### src/rtl/wavegen_ctrl_pkg.sv
// Shared splitter/combiner definitions: block geometry, FSM encoding, block-slice helper.
// Both ends of the link import this so the block-to-bit mapping cannot diverge.
package wavegen_ctrl_pkg;

   localparam int WORD_W     = 16;
   localparam int NUM_BLOCKS = 64;
   localparam int ADDR_W     = $clog2(NUM_BLOCKS);
   localparam int IMG_W      = WORD_W * NUM_BLOCKS;

   typedef logic [WORD_W-1:0] word_t;
   typedef logic [ADDR_W-1:0] addr_t;
   typedef logic [IMG_W-1:0]  image_t;

   typedef enum logic {
      IDLE = 1'b0,
      SEND = 1'b1
   } state_t;

   function automatic word_t block_slice(input image_t img, input addr_t k);
      return img[WORD_W*k +: WORD_W];
   endfunction

endpackage

### src/rtl/control_splitter_if.sv
// Narrow block-write link: one (signal, blockaddress) beat per write&&ready.
// The master holds write and payload stable until ready is seen.
interface control_splitter_if;
   import wavegen_ctrl_pkg::*;

   word_t signal;
   addr_t blockaddress;
   logic  write;
   logic  ready;

   modport master (output signal, output blockaddress, output write, input ready);
   modport slave  (input signal, input blockaddress, input write, output ready);

endinterface

### src/rtl/control_block_select.sv
// NUM_BLOCKS:1 block mux from an image and a block index; purely combinational.
// Latency: none; no handshake (feeds the splitter's signal register).
module control_block_select
   import wavegen_ctrl_pkg::*;
(
   input  image_t shadow,
   input  addr_t  cur,
   output word_t  blk
);

   assign blk = block_slice(shadow, cur);

endmodule

### src/rtl/control_splitter.sv
// Streams blocks [first_block..last_block] of a captured control image over the block-write link.
// Latency: first beat valid the cycle after start is accepted; backpressure: payload held while ready=0.
module control_splitter
   import wavegen_ctrl_pkg::*;
(
   input  logic   clk,
   input  logic   rst,
   input  image_t combinedin,
   input  logic   start,
   input  addr_t  first_block,
   input  addr_t  last_block,
   output logic   busy,
   output logic   done,
   output logic   range_err,
   control_splitter_if.master bus
);

   state_t state;
   image_t shadow;
   addr_t  cur;
   addr_t  end_blk;
   word_t  sig_q;
   logic   write_q;

   image_t sel_img;
   addr_t  sel_addr;
   word_t  mux_out;
   logic   accept;

   assign accept = (state == IDLE) && start && (first_block <= last_block);

   // In IDLE the mux looks straight at the incoming image so the first block
   // is registered on the same edge that captures the shadow.
   always_comb begin
      sel_img  = shadow;
      sel_addr = cur + addr_t'(1);
      if (state == IDLE) begin
         sel_img  = combinedin;
         sel_addr = first_block;
      end
   end

   control_block_select u_block_select (
      .shadow (sel_img),
      .cur    (sel_addr),
      .blk    (mux_out)
   );

   always_ff @(posedge clk) begin
      if (!rst && accept) begin
         shadow <= combinedin;
      end
   end

   always_ff @(posedge clk) begin
      if (rst) begin
         state     <= IDLE;
         busy      <= 1'b0;
         write_q   <= 1'b0;
         sig_q     <= '0;
         cur       <= '0;
         end_blk   <= '0;
         done      <= 1'b0;
         range_err <= 1'b0;
      end else begin
         done      <= 1'b0;
         range_err <= 1'b0;
         case (state)
            IDLE: begin
               if (accept) begin
                  cur     <= first_block;
                  end_blk <= last_block;
                  sig_q   <= mux_out;
                  write_q <= 1'b1;
                  busy    <= 1'b1;
                  state   <= SEND;
               end else if (start) begin
                  range_err <= 1'b1;
               end
            end
            SEND: begin
               // Compare before increment so the last block never wraps cur.
               if (bus.ready) begin
                  if (cur == end_blk) begin
                     write_q <= 1'b0;
                     busy    <= 1'b0;
                     done    <= 1'b1;
                     state   <= IDLE;
                  end else begin
                     cur   <= cur + addr_t'(1);
                     sig_q <= mux_out;
                  end
               end
            end
            default: state <= IDLE;
         endcase
      end
   end

   assign bus.signal       = sig_q;
   assign bus.blockaddress = cur;
   assign bus.write        = write_q;

endmodule
### src/flat_wrapper.sv
// flat-port wrapper written by rule: the top's interface ports become plain ports
module control_splitter_flat import wavegen_ctrl_pkg::*;
  (clk, rst, combinedin, start, first_block, last_block, busy, done, range_err, bus_signal, bus_blockaddress, bus_write, bus_ready);
  control_splitter_if bus_i ();
  input  logic clk;
  input  logic rst;
  input  image_t combinedin;
  input  logic start;
  input  addr_t first_block;
  input  addr_t last_block;
  output logic busy;
  output logic done;
  output logic range_err;
  output wire logic [$bits(bus_i.signal)-1:0] bus_signal;
  output wire logic [$bits(bus_i.blockaddress)-1:0] bus_blockaddress;
  output wire logic [$bits(bus_i.write)-1:0] bus_write;
  input wire logic [$bits(bus_i.ready)-1:0] bus_ready;
  assign bus_signal = bus_i.signal;
  assign bus_blockaddress = bus_i.blockaddress;
  assign bus_write = bus_i.write;
  assign bus_i.ready = bus_ready;
  control_splitter u_core (.clk(clk), .rst(rst), .combinedin(combinedin), .start(start), .first_block(first_block), .last_block(last_block), .busy(busy), .done(done), .range_err(range_err), .bus(bus_i));
endmodule
### config.mk
export PLATFORM = sky130hd
export DESIGN_NAME = control_splitter_flat
export DESIGN_NICKNAME = d
export VERILOG_FILES = /design/src/rtl/wavegen_ctrl_pkg.sv /design/src/rtl/control_splitter_if.sv /design/src/rtl/control_block_select.sv /design/src/rtl/control_splitter.sv /design/src/flat_wrapper.sv
export SDC_FILE = /design/constraint.sdc
export NUM_CORES = 2
export LEC_CHECK = 0
export BUFFER_PORTS_ARGS = -buffer_cell sky130_fd_sc_hd__buf_2
export CAP_MARGIN = 0
export CORE_AREA = 2 2 417 419
export CTS_CLUSTER_DIAMETER = 120
export DETAILED_ROUTE_END_ITERATION = 8
export DIE_AREA = 0 0 419 421
export PLACE_DENSITY = 0.51
export SLEW_MARGIN = 5
export SYNTH_ARGS = -nofsm -noshare
export SYNTH_HDL_FRONTEND = slang
export SYNTH_SLANG_ARGS = --single-unit
export TNS_END_PERCENT = 50
### constraint.sdc
create_clock -name clk -period 144.6 [get_ports clk]
set_clock_uncertainty 0.15 [all_clocks]
set_input_delay 7.23 -clock clk [delete_from_list [all_inputs] [get_ports clk]]
set_output_delay 7.23 -clock clk [all_outputs]
set_load 0.01 [all_outputs]
* Word level (Yosys, flattened, before mapping) *
Cells that the tools add are included.

word-level totals
  latch bits = 0
  memories kept = 0
  logic and storage cells = 47
  bits of input ports = 1040
  RAM bits = 0
  register bits after elaboration = 1056
  output and inout bits = 26
  ROM bits = 0

cells by class
  multiply operators = 0
  bitwise gates (word level) = 2
  div/mod/pow operators = 0
  equality and inequality tests = 5
  add/subtract/negate cells = 1
  shift operators = 1
  multiplexer cells = 20
  reductions and logical operators = 9
  $lt $le $gt $ge = 1

operators with widths
  operator               count
  $mux W1024             1
  $shiftx A1024 B11 Y16  1
  $mux W16               3
  $pmux W16 S2           1
  $mux W6                4
  $pmux W6 S2            1
  $mux W1                8
  $add A6 B1 Y6 const B  1
  $eq A6 B6 Y1           1
  $le A6 B6 Y1           1
  $ne A2 B2 Y1 const B   3
  $reduce_and A3 Y1      2
  $reduce_or A3 Y1       2
  $pmux W1 S2            2
  $logic_and A1 B1 Y1    3
  $ne A2 B1 Y1 const B   1
  $not A1 Y1             2
  $reduce_and A2 Y1      1
  $logic_not A1 Y1       1

* Logic depth before layout (Yosys ltp) *
  depth in word-level cells = 6
  depth in mapped cells = 15

* Hierarchy *
Synthesis repeated with hierarchy kept, for this count alone.

second synthesis, totals
  cells, all modules = 3014
  area, all modules = 52721.8 µm²

by module, submodules not included
  module                cells an instance  times used  area each (µm²)
  control_splitter      2352               1           44485.2
  control_block_select  662                1           8236.6

* Least setup slack after synthesis *
OpenSTA, ideal clock, no wires.

  path kind = input-to-reg
  start point = input first_block[0]
  end point = register u_core.shadow[0] (enable)
  slack = 90.918 ns
  cell stages on the path = 10
  data arrival time = 51.084 ns
  buffers on the path = 4
  data required time = 142.001 ns
  cell sequence = buf_6 > buf_6 > buf_6 > inv_1 > ha_1 > nand3_1 > or3_1 > o41a_1 > clkbuf_1 > nor2_1

between the ends
  longest elaborated chain between the ends = 3

RTL lines
  element                 line                    RTL
  start: declaration      flat_wrapper.sv:9       input addr_t first_block;
  $le A6 B6 Y1            control_splitter.sv:30  assign accept = (state == IDLE) && start && (first_block <= last_block);
  $logic_and A1 B1 Y1     control_splitter.sv:30
  $logic_and A1 B1 Y1     control_splitter.sv:50  if (!rst && accept) begin
  end signal: assignment  control_splitter.sv:51  shadow <= combinedin;
  end: declaration        control_splitter.sv:19  image_t shadow;

Every way passes these cells.
A chain may end at the register's enable or synchronous reset.

* Final worst setup path *
  start point = input first_block[0]
  end point = register u_core.shadow[399] (enable)

The elaborated chain is that of the path after synthesis.

==> impl_metrics.env <==
export IMPL_outcome="finished, final reports clean"
export IMPL_period_needed_ps=13000
export IMPL_crit_chain="buf_8, inv_1, ha_1, nand3_1, or3_1, o41a_1, nor2_4, buf_12, buf_4, buf_4, buf_4"
export IMPL_cts_setup_buffers=0
export IMPL_drtPass1Iterations=6
export IMPL_worst_slack_ps=131600
export IMPL_synth_top_area_frac=0.611
export IMPL_hold_viol_final=0
export IMPL_setup_violations=0
export IMPL_ctsResizeCount=0
export IMPL_synth_most_common_cell="edfxtp_1"
export IMPL_maxSlewViolCount=0
export IMPL_grt_overflow_total=0
export IMPL_synth_edf_count=1024
export IMPL_tritoncts="yes"
export IMPL_netlist_instances=3760
export IMPL_synth_commonest_cells="edfxtp_1, nand2_1, mux2i_1"
export IMPL_port_buffers=1065
export IMPL_wirelength_um=255000
export IMPL_post_route_cells_drive_above_1_share=0.322
export IMPL_dp_hpwl_um=185000
export IMPL_clock_path_buffers=3
export IMPL_grt_max_degree=179
export IMPL_crit_family="buffers and inverters"
export IMPL_coreArea_sq_mm=0.172
export IMPL_synthArstFlopShare=0
export IMPL_die_x_um=419
export IMPL_synthTopCellsByArea="edfxtp_1, mux2i_1, mux4_2"
export IMPL_cpPeakStageDelay_ps=940
export IMPL_syn_area_per_cell_sq_um=13.4
export IMPL_start_kind="input port"
export IMPL_cts_sinks=1056
export IMPL_post_place_ws_ps=130900
export IMPL_dr_total_vias=40055
export IMPL_htreeDepth=4
export IMPL_hold_class="flop to flop"
export IMPL_slew_headroom=0.187
export IMPL_dieHeight_um=421
export IMPL_path_buf_inv=6
export IMPL_rows=153
export IMPL_syn_num_nets=4807
export IMPL_drc=0
export IMPL_powerDensity_mw_per_mm2=14.6
export IMPL_io_pins=1066
export IMPL_min_period_over_period=0.0899
export IMPL_cap_violations=0
export IMPL_grt_first_pass_wirelength_um=336000
export IMPL_synth_main_ff_cell="edfxtp_1"
export IMPL_grt_antenna_before_repair=185
export IMPL_cts_buffers=133
export IMPL_ys_ff_latch=1056
export IMPL_vdd_drop_max_v=0.0000115
export IMPL_p_leak_nw=22.9
export IMPL_clock_latency_ps=780
export IMPL_worst_pin_slew_ps=1210
export IMPL_crit_type="input port to flop"
export IMPL_total_power_mw=0.908
export IMPL_max_freq_mhz=76.9
export IMPL_crit_slowest_cell="buf_4"
export IMPL_drt_initial_drc_count=4456
export IMPL_die_area_sq_mm=0.176
export IMPL_cp_arrival_ps=13250
export IMPL_worstSetupEndpointType="flop"
export IMPL_synth_distinct_cells=91
export IMPL_mappedNetlistArea_sq_mm=0.0504
export IMPL_avgRoutedWirePerCell_um=35.0
export IMPL_rrSetupSlack_ps=137860
export IMPL_ys_warn_count=0
export IMPL_clk_pin_slew_ps=60
export IMPL_yosysTopAreaCell="edfxtp_1"
export IMPL_critPathRequiredTime_ps=144850
export IMPL_initial_core_util=0.292
export IMPL_holdBufCountCts=0
export IMPL_rsz0062_at_grt="no"
export IMPL_gp_congestion=0.873
export IMPL_vias_per_cell=5.50
export IMPL_fin_tns_setup_ps=0
export IMPL_grt_pass1_vias=39010
export IMPL_ant_nets=0
export IMPL_cts_root_buf="clkbuf_16"
export IMPL_final_nets=5810
export IMPL_grt_usage=0.280
export IMPL_cp_max_fo=166
export IMPL_ys_seq_area_frac=0.623
export IMPL_syn_to_final_growth_pct=23.7
export IMPL_crit_top_cell="buf_4"
[registers in the layout (all words and copies together) (netlist names)]
signal                   flops
u_core.bus.blockaddress      6
u_core.bus.signal           16
u_core.busy                  1
u_core.done                  1
u_core.end_blk               6
u_core.range_err             1
u_core.shadow             1024
u_core.state                 1
[final timing paths]
check / cells after the start / endpoint / start
max: 11 / u_core.shadow[399]$_DFFE_PP_ / first_block[0]
min: 2 / u_core.bus.signal[8]$_SDFFE_PP0P_ / u_core.bus.signal[8]$_SDFFE_PP0P_
max reg2reg: 9 / u_core.shadow[399]$_DFFE_PP_ / u_core.state$_SDFF_PP0_
min reg2reg: 2 / u_core.bus.signal[8]$_SDFFE_PP0P_ / u_core.bus.signal[8]$_SDFFE_PP0P_
[cell type report]
cell class,count,area [sq um]
well taps,2325,2910
fillers,17096,110000
clock buffers,170,3610
flip-flops and latches,1056,31400
inverters,11,43.8
multi-input cells,2391,17300
diodes,91,228
repair buffers,1170,6210
clock inverters,64,608
[cells by family (layout without fill, tap and decap cells)]
| logic type | after synthesis | in the layout | synth area share |
|---|---|---|---|
| flops | 1056 | 1056 | 0.623 |
| fa+ha+maj | 7 | 7 | 0.00174 |
| other cells | 0 | 91 | 0 |
| mux | 537 | 537 | 0.142 |
| buf+inv | 313 | 1415 | 0.0370 |
| compound gates | 682 | 682 | 0.0927 |
| simple gates | 1156 | 1156 | 0.102 |
| xor+xnor | 9 | 9 | 0.00157 |
[per-layer routing]
metal / GRT usage / vias up / routed length, um / part of all wire
met5: 0 / - / 365 / 0.0014
met4: 0.149 / 56 / 13200 / 0.052
met3: 0.0556 / 520 / 18800 / 0.074
met2: 0.462 / 2170 / 125000 / 0.49
met1: 0.344 / 20436 / 97700 / 0.38
li1: - / 16873 / - / -
[cell usage in the layout (no fill, tap or decap), types with 12 or more instances in the layout]
cell | netlist | layout
o22ai_1 | 92 | 92
nor2_1 | 73 | 66
nand3_1 | 203 | 203
a221oi_1 | 19 | 19
a32oi_1 | 66 | 66
and3_1 | 44 | 44
nor3_1 | 35 | 35
o221ai_1 | 18 | 18
mux4_2 | 137 | 137
dfxtp_1 | 32 | 30
nor2b_1 | 26 | 24
a211oi_1 | 85 | 84
clkinv_1 | 0 | 25
clkbuf_1 | 46 | 29
o211ai_1 | 12 | 12
clkinv_2 | 0 | 15
a21oi_1 | 114 | 114
nand2_1 | 670 | 667
o21ai_0 | 77 | 76
nand4_1 | 33 | 33
a22oi_1 | 23 | 23
edfxtp_1 | 1024 | 1024
clkbuf_16 | 0 | 139
diode_2 | 0 | 91
a31oi_1 | 87 | 87
buf_4 | 65 | 99
nor4_1 | 26 | 24
mux2i_1 | 372 | 371
buf_2 | 134 | 1063
mux2_2 | 27 | 27
[stage by stage]
step	util	hold slack [ps]	instances	instance area (sq um)
3_3_place_gp	0.335	315	6953	57900
4_1_cts	0.360	348	7187	62100
3_5_place_dp	0.335	335	6953	57900
2_1_floorplan	-	324	3760	50400
5_1_grt	0.361	356	7257	62300
6_report	0.361	344	7278	62300
[power by group]
group          internal [mW]  switching (mW)  leakage, nW
Clock                  0.193           0.139         2.06
Combinational         0.0691           0.147         11.2
Sequential             0.355         0.00534         9.67
[worst reg2reg max path: stages (launching register included)]
cell and delay, ps:
dfxtp_4 490, inv_4 390, nand2_1 190, or3_1 410, o41a_1 290, nor2_4 660, buf_12 640, buf_4 1120
buf_4 910, buf_4 1010
No activity file was read; power rests on OpenSTA's default activity.
